### config.mk
export PLATFORM = sky130hd
export DESIGN_NAME = decodificador_comandos
export DESIGN_NICKNAME = d
export VERILOG_FILES = /design/src/rtl/decodificador_comandos.sv
export SDC_FILE = /design/constraint.sdc
export NUM_CORES = 1
export LEC_CHECK = 0
export ABC_AREA = 1
export CORE_MARGIN = 2
export CORE_UTILIZATION = 45
export CTS_CLUSTER_SIZE = 25
export DETAILED_ROUTE_END_ITERATION = 8
export GPL_ROUTABILITY_DRIVEN = 0
export PLACE_DENSITY = 0.78
export SLEW_MARGIN = 40
export SYNTH_ARGS = -nofsm -noshare
export SYNTH_HDL_FRONTEND = slang
export SYNTH_SLANG_ARGS = --single-unit
export TNS_END_PERCENT = 50
### constraint.sdc
create_clock -name clock -period 4.7 [get_ports clock]
set_input_delay 0.94 -clock clock [delete_from_list [all_inputs] [get_ports clock]]
set_output_delay 0.94 -clock clock [all_outputs]
set_load 0.01 [all_outputs]
### src/rtl/decodificador_comandos.sv
// ---------------------------------------------------------------------------
// decodificador_comandos
//
// Command decoder between the UART receiver and the sensor / UART transmitter
// blocks. Each received 16-bit word is {comando, endereco}. The word is
// validated, one request is issued to the sensor block, and the block waits
// for an answer or a timeout. It then builds a 16-bit response word and hands
// it to the UART transmitter. Only one transaction is in flight at a time.
// Words that arrive while a transaction is in progress are dropped and counted.
//
// Ports
//   clock               in   1   system clock, all logic on posedge
//   reset               in   1   asynchronous active-low reset
//   bitsEstaoRecebidos  in   1   one-cycle pulse: byteCompleto valid
//   byteCompleto        in   16  received word {comando, endereco}
//   requisicaoSensor    out  1   level request to the sensor block
//   comandoSensor       out  8   latched command
//   enderecoSensor      out  8   latched address
//   respostaPronta      in   1   one-cycle pulse: sensor answer valid
//   dadosSensor         in   8   sensor data, valid with respostaPronta
//   erroSensor          in   1   sensor failure flag, valid with respostaPronta
//   iniciarTx           out  1   one-cycle start pulse to the UART TX
//   palavraTx           out  16  response word
//   txOcupado           in   1   UART TX busy
//   ocupado             out  1   high whenever the FSM is not in ESPERA
//   descartes           out  8   dropped-word count, saturating at 8'hFF
// ---------------------------------------------------------------------------
module decodificador_comandos #(
    parameter int         NUM_SENSORES   = 32,
    parameter logic [7:0] COMANDO_MAX    = 8'h07,
    parameter int         TIMEOUT_CICLOS = 2_000_000
) (
    input  logic        clock,
    input  logic        reset,
    input  logic        bitsEstaoRecebidos,
    input  logic [15:0] byteCompleto,
    output logic        requisicaoSensor,
    output logic [7:0]  comandoSensor,
    output logic [7:0]  enderecoSensor,
    input  logic        respostaPronta,
    input  logic [7:0]  dadosSensor,
    input  logic        erroSensor,
    output logic        iniciarTx,
    output logic [15:0] palavraTx,
    input  logic        txOcupado,
    output logic        ocupado,
    output logic [7:0]  descartes
);

    localparam int            TW          = $clog2(TIMEOUT_CICLOS + 1);
    localparam logic [TW-1:0] TIMER_CARGA = TW'(TIMEOUT_CICLOS);
    localparam logic [TW-1:0] TIMER_UM    = TW'(32'd1);
    localparam logic [TW-1:0] TIMER_ZERO  = TW'(32'd0);
    // Nine bits so that NUM_SENSORES = 256 still compares correctly.
    localparam logic [8:0]    LIMITE_END  = 9'(NUM_SENSORES);

    typedef enum logic [2:0] {
        ESPERA     = 3'd0,
        VALIDA     = 3'd1,
        REQUISITA  = 3'd2,
        AGUARDA_TX = 3'd3,
        ENVIA      = 3'd4
    } estado_t;

    estado_t        estado_r,    estado_s;
    logic [7:0]     comando_r,   comando_s;
    logic [7:0]     endereco_r,  endereco_s;
    logic           req_r,       req_s;
    logic [15:0]    palavra_r,   palavra_s;
    logic           inicia_r,    inicia_s;
    logic [TW-1:0]  timer_r,     timer_s;
    logic [7:0]     descartes_r, descartes_s;
    logic           ocupado_r,   ocupado_s;

    // Next-state and next-register computation for the whole decoder.
    always_comb begin
        estado_s    = estado_r;
        comando_s   = comando_r;
        endereco_s  = endereco_r;
        req_s       = req_r;
        palavra_s   = palavra_r;
        inicia_s    = 1'b0;
        timer_s     = timer_r;
        descartes_s = descartes_r;

        // Any word arriving outside ESPERA is dropped, including the cycle in
        // which the FSM is about to return to ESPERA.
        if (bitsEstaoRecebidos && (estado_r != ESPERA)) begin
            if (descartes_r != 8'hFF) begin
                descartes_s = descartes_r + 8'd1;
            end else begin
                descartes_s = descartes_r;
            end
        end else begin
            descartes_s = descartes_r;
        end

        case (estado_r)
            ESPERA: begin
                if (bitsEstaoRecebidos) begin
                    comando_s  = byteCompleto[15:8];
                    endereco_s = byteCompleto[7:0];
                    estado_s   = VALIDA;
                end else begin
                    estado_s   = ESPERA;
                end
            end

            VALIDA: begin
                if ((comando_r == 8'h00) || (comando_r > COMANDO_MAX)) begin
                    palavra_s = {8'hE0, 8'h00};
                    estado_s  = AGUARDA_TX;
                end else if ({1'b0, endereco_r} >= LIMITE_END) begin
                    palavra_s = {8'hE1, endereco_r};
                    estado_s  = AGUARDA_TX;
                end else begin
                    req_s     = 1'b1;
                    timer_s   = TIMER_CARGA;
                    estado_s  = REQUISITA;
                end
            end

            REQUISITA: begin
                if (timer_r != TIMER_ZERO) begin
                    timer_s = timer_r - TIMER_UM;
                end else begin
                    timer_s = timer_r;
                end
                // The answer has priority over a timeout in the same cycle.
                // timer_r == 1 marks the last of TIMEOUT_CICLOS cycles here.
                if (respostaPronta) begin
                    req_s    = 1'b0;
                    if (erroSensor) begin
                        palavra_s = {8'hE2, endereco_r};
                    end else begin
                        palavra_s = {comando_r, dadosSensor};
                    end
                    estado_s = AGUARDA_TX;
                end else if (timer_r <= TIMER_UM) begin
                    req_s     = 1'b0;
                    palavra_s = {8'hE3, endereco_r};
                    estado_s  = AGUARDA_TX;
                end else begin
                    estado_s  = REQUISITA;
                end
            end

            AGUARDA_TX: begin
                if (!txOcupado) begin
                    inicia_s = 1'b1;
                    estado_s = ENVIA;
                end else begin
                    estado_s = AGUARDA_TX;
                end
            end

            ENVIA: begin
                // TX raising busy is taken as acceptance of the word.
                if (txOcupado) begin
                    estado_s = ESPERA;
                end else begin
                    estado_s = ENVIA;
                end
            end

            default: begin
                estado_s = ESPERA;
                req_s    = 1'b0;
            end
        endcase

        ocupado_s = (estado_s != ESPERA);
    end

    // State and datapath registers; reset clears everything immediately.
    always_ff @(posedge clock or negedge reset) begin
        if (!reset) begin
            estado_r    <= ESPERA;
            comando_r   <= 8'h00;
            endereco_r  <= 8'h00;
            req_r       <= 1'b0;
            palavra_r   <= 16'h0000;
            inicia_r    <= 1'b0;
            timer_r     <= TIMER_ZERO;
            descartes_r <= 8'h00;
            ocupado_r   <= 1'b0;
        end else begin
            estado_r    <= estado_s;
            comando_r   <= comando_s;
            endereco_r  <= endereco_s;
            req_r       <= req_s;
            palavra_r   <= palavra_s;
            inicia_r    <= inicia_s;
            timer_r     <= timer_s;
            descartes_r <= descartes_s;
            ocupado_r   <= ocupado_s;
        end
    end

    assign requisicaoSensor = req_r;
    assign comandoSensor    = comando_r;
    assign enderecoSensor   = endereco_r;
    assign iniciarTx        = inicia_r;
    assign palavraTx        = palavra_r;
    assign ocupado          = ocupado_r;
    assign descartes        = descartes_r;

endmodule

==> results of run 1 <==
==> registers in the layout, indices dropped and copies added, names as in the netlist, 3 cells and up <==
| signal | flops |
|---|---|
| descartes | 8 |
| estado_r | 3 |
| palavraTx | 16 |
| timer_r | 21 |
| comandoSensor | 8 |
| enderecoSensor | 8 |
==> final timing paths <==
path                                          startpoint                           end  depth (start not counted)
worst max-delay path               estado_r[0]$_DFF_PN0_      palavraTx[7]$_DFFE_PN0P_                          6
worst min-delay path            palavraTx[5]$_DFFE_PN0P_      palavraTx[5]$_DFFE_PN0P_                          2
worst max register to register     estado_r[0]$_DFF_PN0_      palavraTx[7]$_DFFE_PN0P_                          6
worst min register to register  palavraTx[5]$_DFFE_PN0P_      palavraTx[5]$_DFFE_PN0P_                          2
max in group asynchronous                          reset  comandoSensor[4]$_DFFE_PN0P_                          2
min in group asynchronous                          reset        timer_r[8]$_DFFE_PN0P_                          1
==> worst min-delay path, stage by stage, from the launching register on <==
cell and delay [ps]:
dfrtp_1 350, nand3_1 70, nand2_1 50
==> kinds of logic (layout without fill, tap and decap cells) <==
family | after synthesis | in the layout | synth area share
AOI/OAI and AO/OA | 46 | 46 | 0.0695
xor gates and xnor gates | 18 | 18 | 0.0427
adders and majority gates | 4 | 4 | 0.0136
buffers and inverters | 52 | 127 | 0.0644
DFF | 67 | 67 | 0.454
muxes | 6 | 6 | 0.0183
and+or+nand+nor | 290 | 290 | 0.337
==> area by class of cell <==
type	instances	area (µm²)
inverters	37	141
multi-input cells	364	1780
clock buffers	9	124
fillers	746	3430
clock inverters	7	76.3
repair buffers	74	733
well taps	105	131
flip-flops and latches	67	1680
==> layout by cell type (no fill, tap or decap), types with 11 or more instances in the layout <==
| cell type | count |
|---|---|
| o21ai_0 | 16 |
| nand3_1 | 55 |
| nand2_1 | 133 |
| a21oi_1 | 22 |
| dfrtp_1 | 67 |
| xor2_1 | 11 |
| clkdlybuf4s50_1 | 71 |
| inv_1 | 34 |
| nor2_1 | 73 |
==> where the power goes <==
part | switching (W) | total, W | internal [W]
Combinational | 0.00107 | 0.00179 | 0.000724
Clock | 0.000239 | 0.000487 | 0.000248
Sequential | 0.000231 | 0.00105 | 0.000821
==> per-layer routing <==
layer | global-route usage | vias to the layer above | wire length (µm)
met5 | 0 | - | 0
met4 | 0.0688 | 0 | 184
met3 | 0.0447 | 16 | 443
met2 | 0.327 | 100 | 4150
met1 | 0.294 | 1587 | 4110
li1 | - | 1692 | -
==> per-stage QoR <==
step	hold slack [ps]	power, W
6_report	506	0.00333
2_1_floorplan	498	0.00228
3_3_place_gp	486	0.00279
3_5_place_dp	490	0.00284
5_1_grt	541	0.00362
4_1_cts	506	0.00334
==> results_dict.tcl, run 1 <==
set metrics [dict create \
    numCtsBuffers 9 \
    fp.dieArea_mm2 0.00894 \
    worstPathRequired_ps 4940 \
    critPathTopFamily "simple AND/OR/NAND/NOR gates" \
    placed_cells 647 \
    die_x_um 94.6 \
    hold_viol_final 0 \
    syn_area_mm2 0.00369 \
    start_util 0.456 \
    synth_top_flop_cell "dfrtp_1" \
    ys_seq_area_frac 0.454 \
    grt_pass1_wl_mm 14.7 \
    cap_viol_max_count 0 \
    report.final.slew_viol_count 0 \
    syn_to_final_growth_pct 26.2 \
    synth_area_leader_cell "dfrtp_1" \
    drtIter0Drc 214 \
    totalWireLength_mm 8.89 \
    post_cts_resized 0 \
    drive_gt1_frac 0.0824 \
    ioPinCount 73 \
    path_buf_inv 2 \
    hold_path_class "reg2reg" \
    rsz0062_at_grt "false" \
    max-vdd-ir-drop_mv 0.332 \
    cpPeakStageDelay_ps 510 \
    ys_ff_latch 67 \
    crit_chain "inv_2 -> nand3_2 -> inv_4 -> nand4_1 -> nand3_1 -> nand2_1" \
    first_pass_iters 4 \
    async_flop_share 1.00 \
    cts_buffer_depth 2 \
    p_per_area_mw_per_mm2 715 \
    skew_ps 8.81 \
    detailed_place.area_mm2 0.00446 \
    setup_slack_ps 2330 \
    htree_levels 3 \
    final_util 0.576 \
    drt_drc_violations_left 0 \
    worstSkewPairLatency_ps 350 \
    syn_nets 517 \
    die_y_um 94.6 \
    synth_top_area_share 0.454 \
    grt_start_max_net_pins 36 \
    post_cts_buffers 0 \
    vias 3395 \
    layout.cells.non_filler 663 \
    dp_hpwl_mm 6.38 \
    status "finished clean" \
    clockRootBuffer "clkbuf_8" \
    grt_usage 0.210 \
    yosys-top-cells-count "nand2_1, nor2_1, dfrtp_1" \
    critPathKind "reg2reg" \
    crit_path_end_kind "flip-flop" \
    clk_pin_slew_ps 80 \
    maxSlewHeadroom 0.563 \
    antenna_found_initial 0 \
    cts_tree "built" \
    max_freq_mhz 422 \
    worstPathArrival_ps 2600 \
    crit_slowest_cell "nand3_2" \
    final_area_mm2 0.00466 \
    finalCriticalPeriod_ps 2370 \
    power.static_leakage_nw 2.27 \
    synth_most_common_cell "nand2_1" \
    avgSynthCellArea_um2 7.64 \
    grt_remaining_overflow 0 \
    synth_edf_count 0 \
    nNetsFinal 587 \
    min_period_over_period 0.504 \
    port_buffers 72 \
    finalSetupViolCount 0 \
    ys_top_cells_by_area "dfrtp_1, nand2_1, nand3_1" \
    cts.sinks 67 \
    num_antenna_cells 0 \
    core_mm2 0.00809 \
    finalSetupTns_ps 0 \
    ant_nets 0 \
    postCtsHoldBufs 0 \
    critPathMaxFanout 30 \
    tightest_slew_ps 655 \
    yosysWarningCount 0 \
    synth.distinct_cells 31 \
    netlist_instances 483 \
    grt_pass1_vias 3100 \
    num_rows 33 \
    vias_per_cell 5.12 \
    preCtsSetupSlack_ps 2170 \
    r2r_slack_ps 2330 \
    routedWlPerCell_um 13.4 \
    startpoint_type "flip-flop" \
]
(Power assumes the default switching activity.)
==> run 2: changes to the inputs <==
Clock period 4.7 ns to 2.2 ns, I/O delays scaled along.
==> results_dict.tcl, run 2 (same netlist as run 1, synthesis figures left out) <==
set metrics [dict create \
    start_util 0.456 \
    cts.sinks 67 \
    min_period_over_period 0.820 \
    worstPathRequired_ps 2430 \
    num_antenna_cells 0 \
    sw_frac_of_total 0.448 \
    clockRootBuffer "clkbuf_8" \
    fill_cells 724 \
    finalSetupTns_ps 0 \
    cts_tree "built" \
    syn_to_final_growth_pct 28.9 \
    startpoint_type "flip-flop" \
    rsz0062_at_grt "false" \
    power.total_w 0.00740 \
    totalWireLength_mm 8.80 \
    grt_pass1_wl_mm 14.6 \
    postCtsHoldBufs 0 \
    htree_levels 3 \
    die_y_um 94.6 \
    report.final.slew_viol_count 0 \
    tightest_slew_ps 479 \
    crit_path_end_kind "flip-flop" \
    grt_remaining_overflow 0 \
    drt_drc_violations_left 0 \
    power_frac_seq 0.304 \
    ioPinCount 73 \
    p_int_w 0.00408 \
    worstPathArrival_ps 2040 \
    drtIter0Drc 195 \
    status "finished clean" \
    port_buffers 72 \
    final_cell_mix "nand2_1, nor2_1, clkdlybuf4s50_1" \
    drive_gt1_frac 0.0936 \
    hold_viol_final 0 \
    post_cts_buffers 0 \
    largest_register_ffs 21 \
    dp_hpwl_mm 6.51 \
    first_pass_iters 5 \
    p_sw_w 0.00332 \
    finalSetupViolCount 0 \
    grt_start_max_net_pins 37 \
    power.static_leakage_nw 2.32 \
    clk_pin_slew_ps 80 \
    cts_buffer_depth 2 \
    fp.dieArea_mm2 0.00894 \
    worstSkewPairLatency_ps 340 \
    cap_viol_max_count 0 \
    vias 3401 \
    nNetsFinal 595 \
    critPathKind "reg2reg" \
    final_common_cell "nand2_1" \
    ant_nets 0 \
    clock_power_share 0.151 \
    multi_input_area_mm2 0.00178 \
    skew_ps 7.84 \
    core_mm2 0.00809 \
    p_comb_frac 0.545 \
    critPathMaxFanout 13 \
    antenna_found_initial 0 \
    grt_pass1_vias 3141 \
    post_cts_resized 0 \
    max_freq_mhz 555 \
    hold_path_class "in2async" \
    grt_usage 0.208 \
    largest-register "timer_r" \
    vias_per_cell 5.07 \
    finalCriticalPeriod_ps 1800 \
    routedWlPerCell_um 13.1 \
    numCtsBuffers 9 \
    die_x_um 94.6 \
    maxSlewHeadroom 0.680 \
    max-vdd-ir-drop_mv 0.664 \
    area.sequential_mm2 0.00168 \
    p_per_area_mw_per_mm2 1560 \
    final_util 0.588 \
    num_rows 33 \
]
==> run 2: worst max-delay path: stages, from the launching register on <==
cell	delay [ps]
dfrtp_1	420
or2_1	250
nor2_2	160
nand3_2	130
nand2_4	170
nand2_1	300
nand3_1	200
nand2_1	70
==> run 2: path summary, 6_finish.rpt <==
kind	from	end	slack, ps	cells past startpoint
worst min-delay path	reset	timer_r[20]$_DFFE_PN0P_	120	2
worst min register to register	palavraTx[7]$_DFFE_PN0P_	palavraTx[7]$_DFFE_PN0P_	500	2
min in group clock	palavraTx[7]$_DFFE_PN0P_	palavraTx[7]$_DFFE_PN0P_	500	2
max in group asynchronous	reset	palavraTx[8]$_DFFE_PN0P_	1740	2
worst max-delay path	comandoSensor[3]$_DFFE_PN0P_	palavraTx[4]$_DFFE_PN0P_	400	7
worst max register to register	comandoSensor[3]$_DFFE_PN0P_	palavraTx[4]$_DFFE_PN0P_	400	7
==> run 2: metrics by stage <==
stage	cell area, µm²	std cells	hold WS (ps)	setup WS (ps)
final	4760	671	123	397
after global routing	4760	671	147	264
after CTS	4760	671	132	393
after detailed placement	4540	655	486	220
after global placement	4540	655	488	280
after floorplan	3690	483	144	659
==> run 2: final cells by class <==
cell class	count	area share
clock inverters	6	0.0187
clock buffers	10	0.0268
repair buffers	82	0.171
multi-input cells	364	0.373
inverters	37	0.0297
flip-flops and latches	67	0.352
well taps	105	0.0276
==> run 2: power by group through the flow <==
| stage | sequential [W] | combinational [W] | clock [W] |
|---|---|---|---|
| floorplan | 0.00230 | 0.00256 | 0 |
| global placement | 0.00224 | 0.00388 | 0 |
| detailed placement | 0.00226 | 0.00398 | 0 |
| CTS | 0.00224 | 0.00401 | 0.00114 |
| global route | 0.00232 | 0.00450 | 0.00120 |
| finish | 0.00225 | 0.00403 | 0.00112 |
==> run 2: metal layers <==
layer  up-vias  GRT usage  part of all wire
li1       1709          -                 -
met1      1575      0.286              0.46
met2       103      0.328              0.47
met3        14     0.0375             0.054
met4         0     0.0845             0.020
met5         -          0                 0
==> run 3: changes to the inputs <==
Settings changed: PLACE_DENSITY 0.78 to 0.81.
Clock period 2.2 ns to 1.45 ns, I/O delays scaled along.
==> results_dict.tcl, run 3 (same netlist as run 1, synthesis figures left out) <==
set metrics [dict create \
    status "complete, but fails checks" \
    violations "DRC, setup timing" \
    final_common_cell "buf_4" \
    die_y_um 94.6 \
    drtIter0Drc 714 \
    clk_pin_slew_ps 90 \
    first_pass_iters 9 \
    finalSetupViolCount 46 \
    power_frac_seq 0.197 \
    antenna_found_initial 0 \
    rsz0062_at_grt "true" \
    p_int_w 0.00877 \
    fill_cells 445 \
    ant_nets 0 \
    grt_pass1_wl_mm 24.5 \
    cpPeakStageDelay_ps 470 \
    maxSlewHeadroom 0.754 \
    start_util 0.456 \
    report.final.slew_viol_count 0 \
    startpoint_type "flip-flop" \
    finalSetupTns_ps -14450 \
    grt_pass1_vias 4744 \
    drive_gt1_frac 0.452 \
    min_period_over_period 1.35 \
    power.static_leakage_nw 3.16 \
    worstPathRequired_ps 1700 \
    cts_buffer_depth 2 \
    vias_per_cell 6.27 \
    final_cell_mix "buf_4, nand2_1, dfrtp_1" \
    htree_levels 3 \
    syn_to_final_growth_pct 72.6 \
    p_sw_w 0.00887 \
    path_buf_inv 1 \
    hold_viol_final 0 \
    wl_met2_mm 8.27 \
    final_util 0.787 \
    critPathKind "reg2reg" \
    clock_power_share 0.092 \
    num_rows 33 \
    dp_hpwl_mm 7.35 \
    tightest_slew_ps 369 \
    layout.cells.non_filler 799 \
    skew_ps 18.3 \
    die_x_um 94.6 \
    setup_slack_ps -509 \
    numCtsBuffers 9 \
    worstPathArrival_ps 2210 \
    core_mm2 0.00809 \
    hold_path_class "in2async" \
    crit_slowest_cell "dfrtp_2" \
    grt_start_max_net_pins 68 \
    port_buffers 72 \
    largest-register "timer_r" \
    top_layer "met4" \
    max_freq_mhz 510 \
    finalCriticalPeriod_ps 1960 \
    crit_path_end_kind "flip-flop" \
    ioPinCount 73 \
    cts_tree "built" \
    sw_frac_of_total 0.503 \
    hold_slack_ps 480 \
    routedWlPerCell_um 23.1 \
    grt_usage 0.363 \
    p_comb_frac 0.711 \
    critPathTopFamily "simple AND/OR/NAND/NOR gates" \
    nNetsFinal 723 \
    wl_met1_mm 6.05 \
    totalWireLength_mm 18.5 \
    placed_cells 731 \
    cap_viol_max_count 0 \
    clockRootBuffer "clkbuf_8" \
    drt_drc_violations_left 2 \
    cts.sinks 67 \
    fp.dieArea_mm2 0.00894 \
    crit_chain "nor2_2 -> nand2_1 -> buf_4 -> nor2_1 -> nand3_1 -> nand2_1 -> nand3_1 -> nand2_2 -> nand2_4" \
    p_per_area_mw_per_mm2 2770 \
    worstSkewPairLatency_ps 370 \
    vias 5009 \
    num_antenna_cells 0 \
    largest_register_ffs 21 \
    max-vdd-ir-drop_mv 1.19 \
    critPathMaxFanout 5 \
    wl_met3_mm 2.25 \
    grt_remaining_overflow 0 \
]
-- run 3: cell types whose count changed in the layout (fill, tap and decap cells not counted), moves of 29 or more --
cell	change
clkdlybuf4s50_1	-43
nand3_2	+29
nand2_1	-44
nand3_1	-33
dlygate4sd2_1	+31
nand2_2	+36
buf_4	+101
-- run 3: repair_timing --
| action | CTS | global route |
|---|---|---|
| endpoints found under the setup margin | 85 | 70 |
| gates resized for setup | 164 | 96 |
| hold endpoints to repair | 67 | 0 |
| cloned | 8 | 1 |
| buffers inserted | 31 | 14 |
| pin swaps | 38 | 33 |
| hold buffers | 1 | 0 |
-- run 3: per-stage QoR --
stage               setup slack, ps  power, W  area (µm²)
global placement               -212    0.0109        5130
floorplan                     -51.6   0.00742        3700
detailed placement             -246    0.0111        5130
CTS                            -166    0.0147        6030
finish                         -509    0.0176        6370
global route                   -467    0.0181        6370
-- run 3: final timing paths --
path / cells past startpoint / to / start / slack [ps]
min: 3 / iniciarTx$_DFF_PN0_ / reset / 480
max: 9 / timer_r[17]$_DFFE_PN0P_ / timer_r[10]$_DFFE_PN0P_ / -510
min reg2reg: 1 / descartes[3]$_DFFE_PN0P_ / descartes[3]$_DFFE_PN0P_ / 530
max in group asynchronous: 3 / timer_r[2]$_DFFE_PN0P_ / reset / 640
min in group clock: 3 / enderecoSensor[3]$_DFFE_PN0P_ / byteCompleto[3] / 490
max reg2reg: 9 / timer_r[17]$_DFFE_PN0P_ / timer_r[10]$_DFFE_PN0P_ / -510
-- run 3: power groups by stage --
stage | clock (W) | sequential, W | combinational (W)
after floorplan | 0 | 0.00350 | 0.00392
after global placement | 0 | 0.00322 | 0.00763
after detailed placement | 0 | 0.00325 | 0.00787
after CTS | 0.00157 | 0.00325 | 0.00992
after global routing | 0.00169 | 0.00353 | 0.0129
final | 0.00163 | 0.00348 | 0.0125
-- run 3: layout make-up --
type / instances / area, µm² / area share
Tap cell: 105 / 131 / 0.0206
Clock inverter: 6 / 65.1 / 0.0102
Multi-Input combinational cell: 370 / 2420 / 0.380
Clock buffer: 10 / 128 / 0.0200
Sequential cell: 67 / 1690 / 0.264
Timing Repair Buffer: 204 / 1790 / 0.281
Inverter: 37 / 151 / 0.0238
-- run 3: per-layer routing --
layer | GRT usage | vias up
li1 | - | 1973
met1 | 0.415 | 2266
met2 | 0.597 | 552
met3 | 0.0870 | 218
met4 | 0.261 | 0
met5 | 0 | -
-- run 3: tightest hold or removal path: stages --
cell and delay, ps:
dlygate4sd3_1 520, buf_2 130, buf_12 330
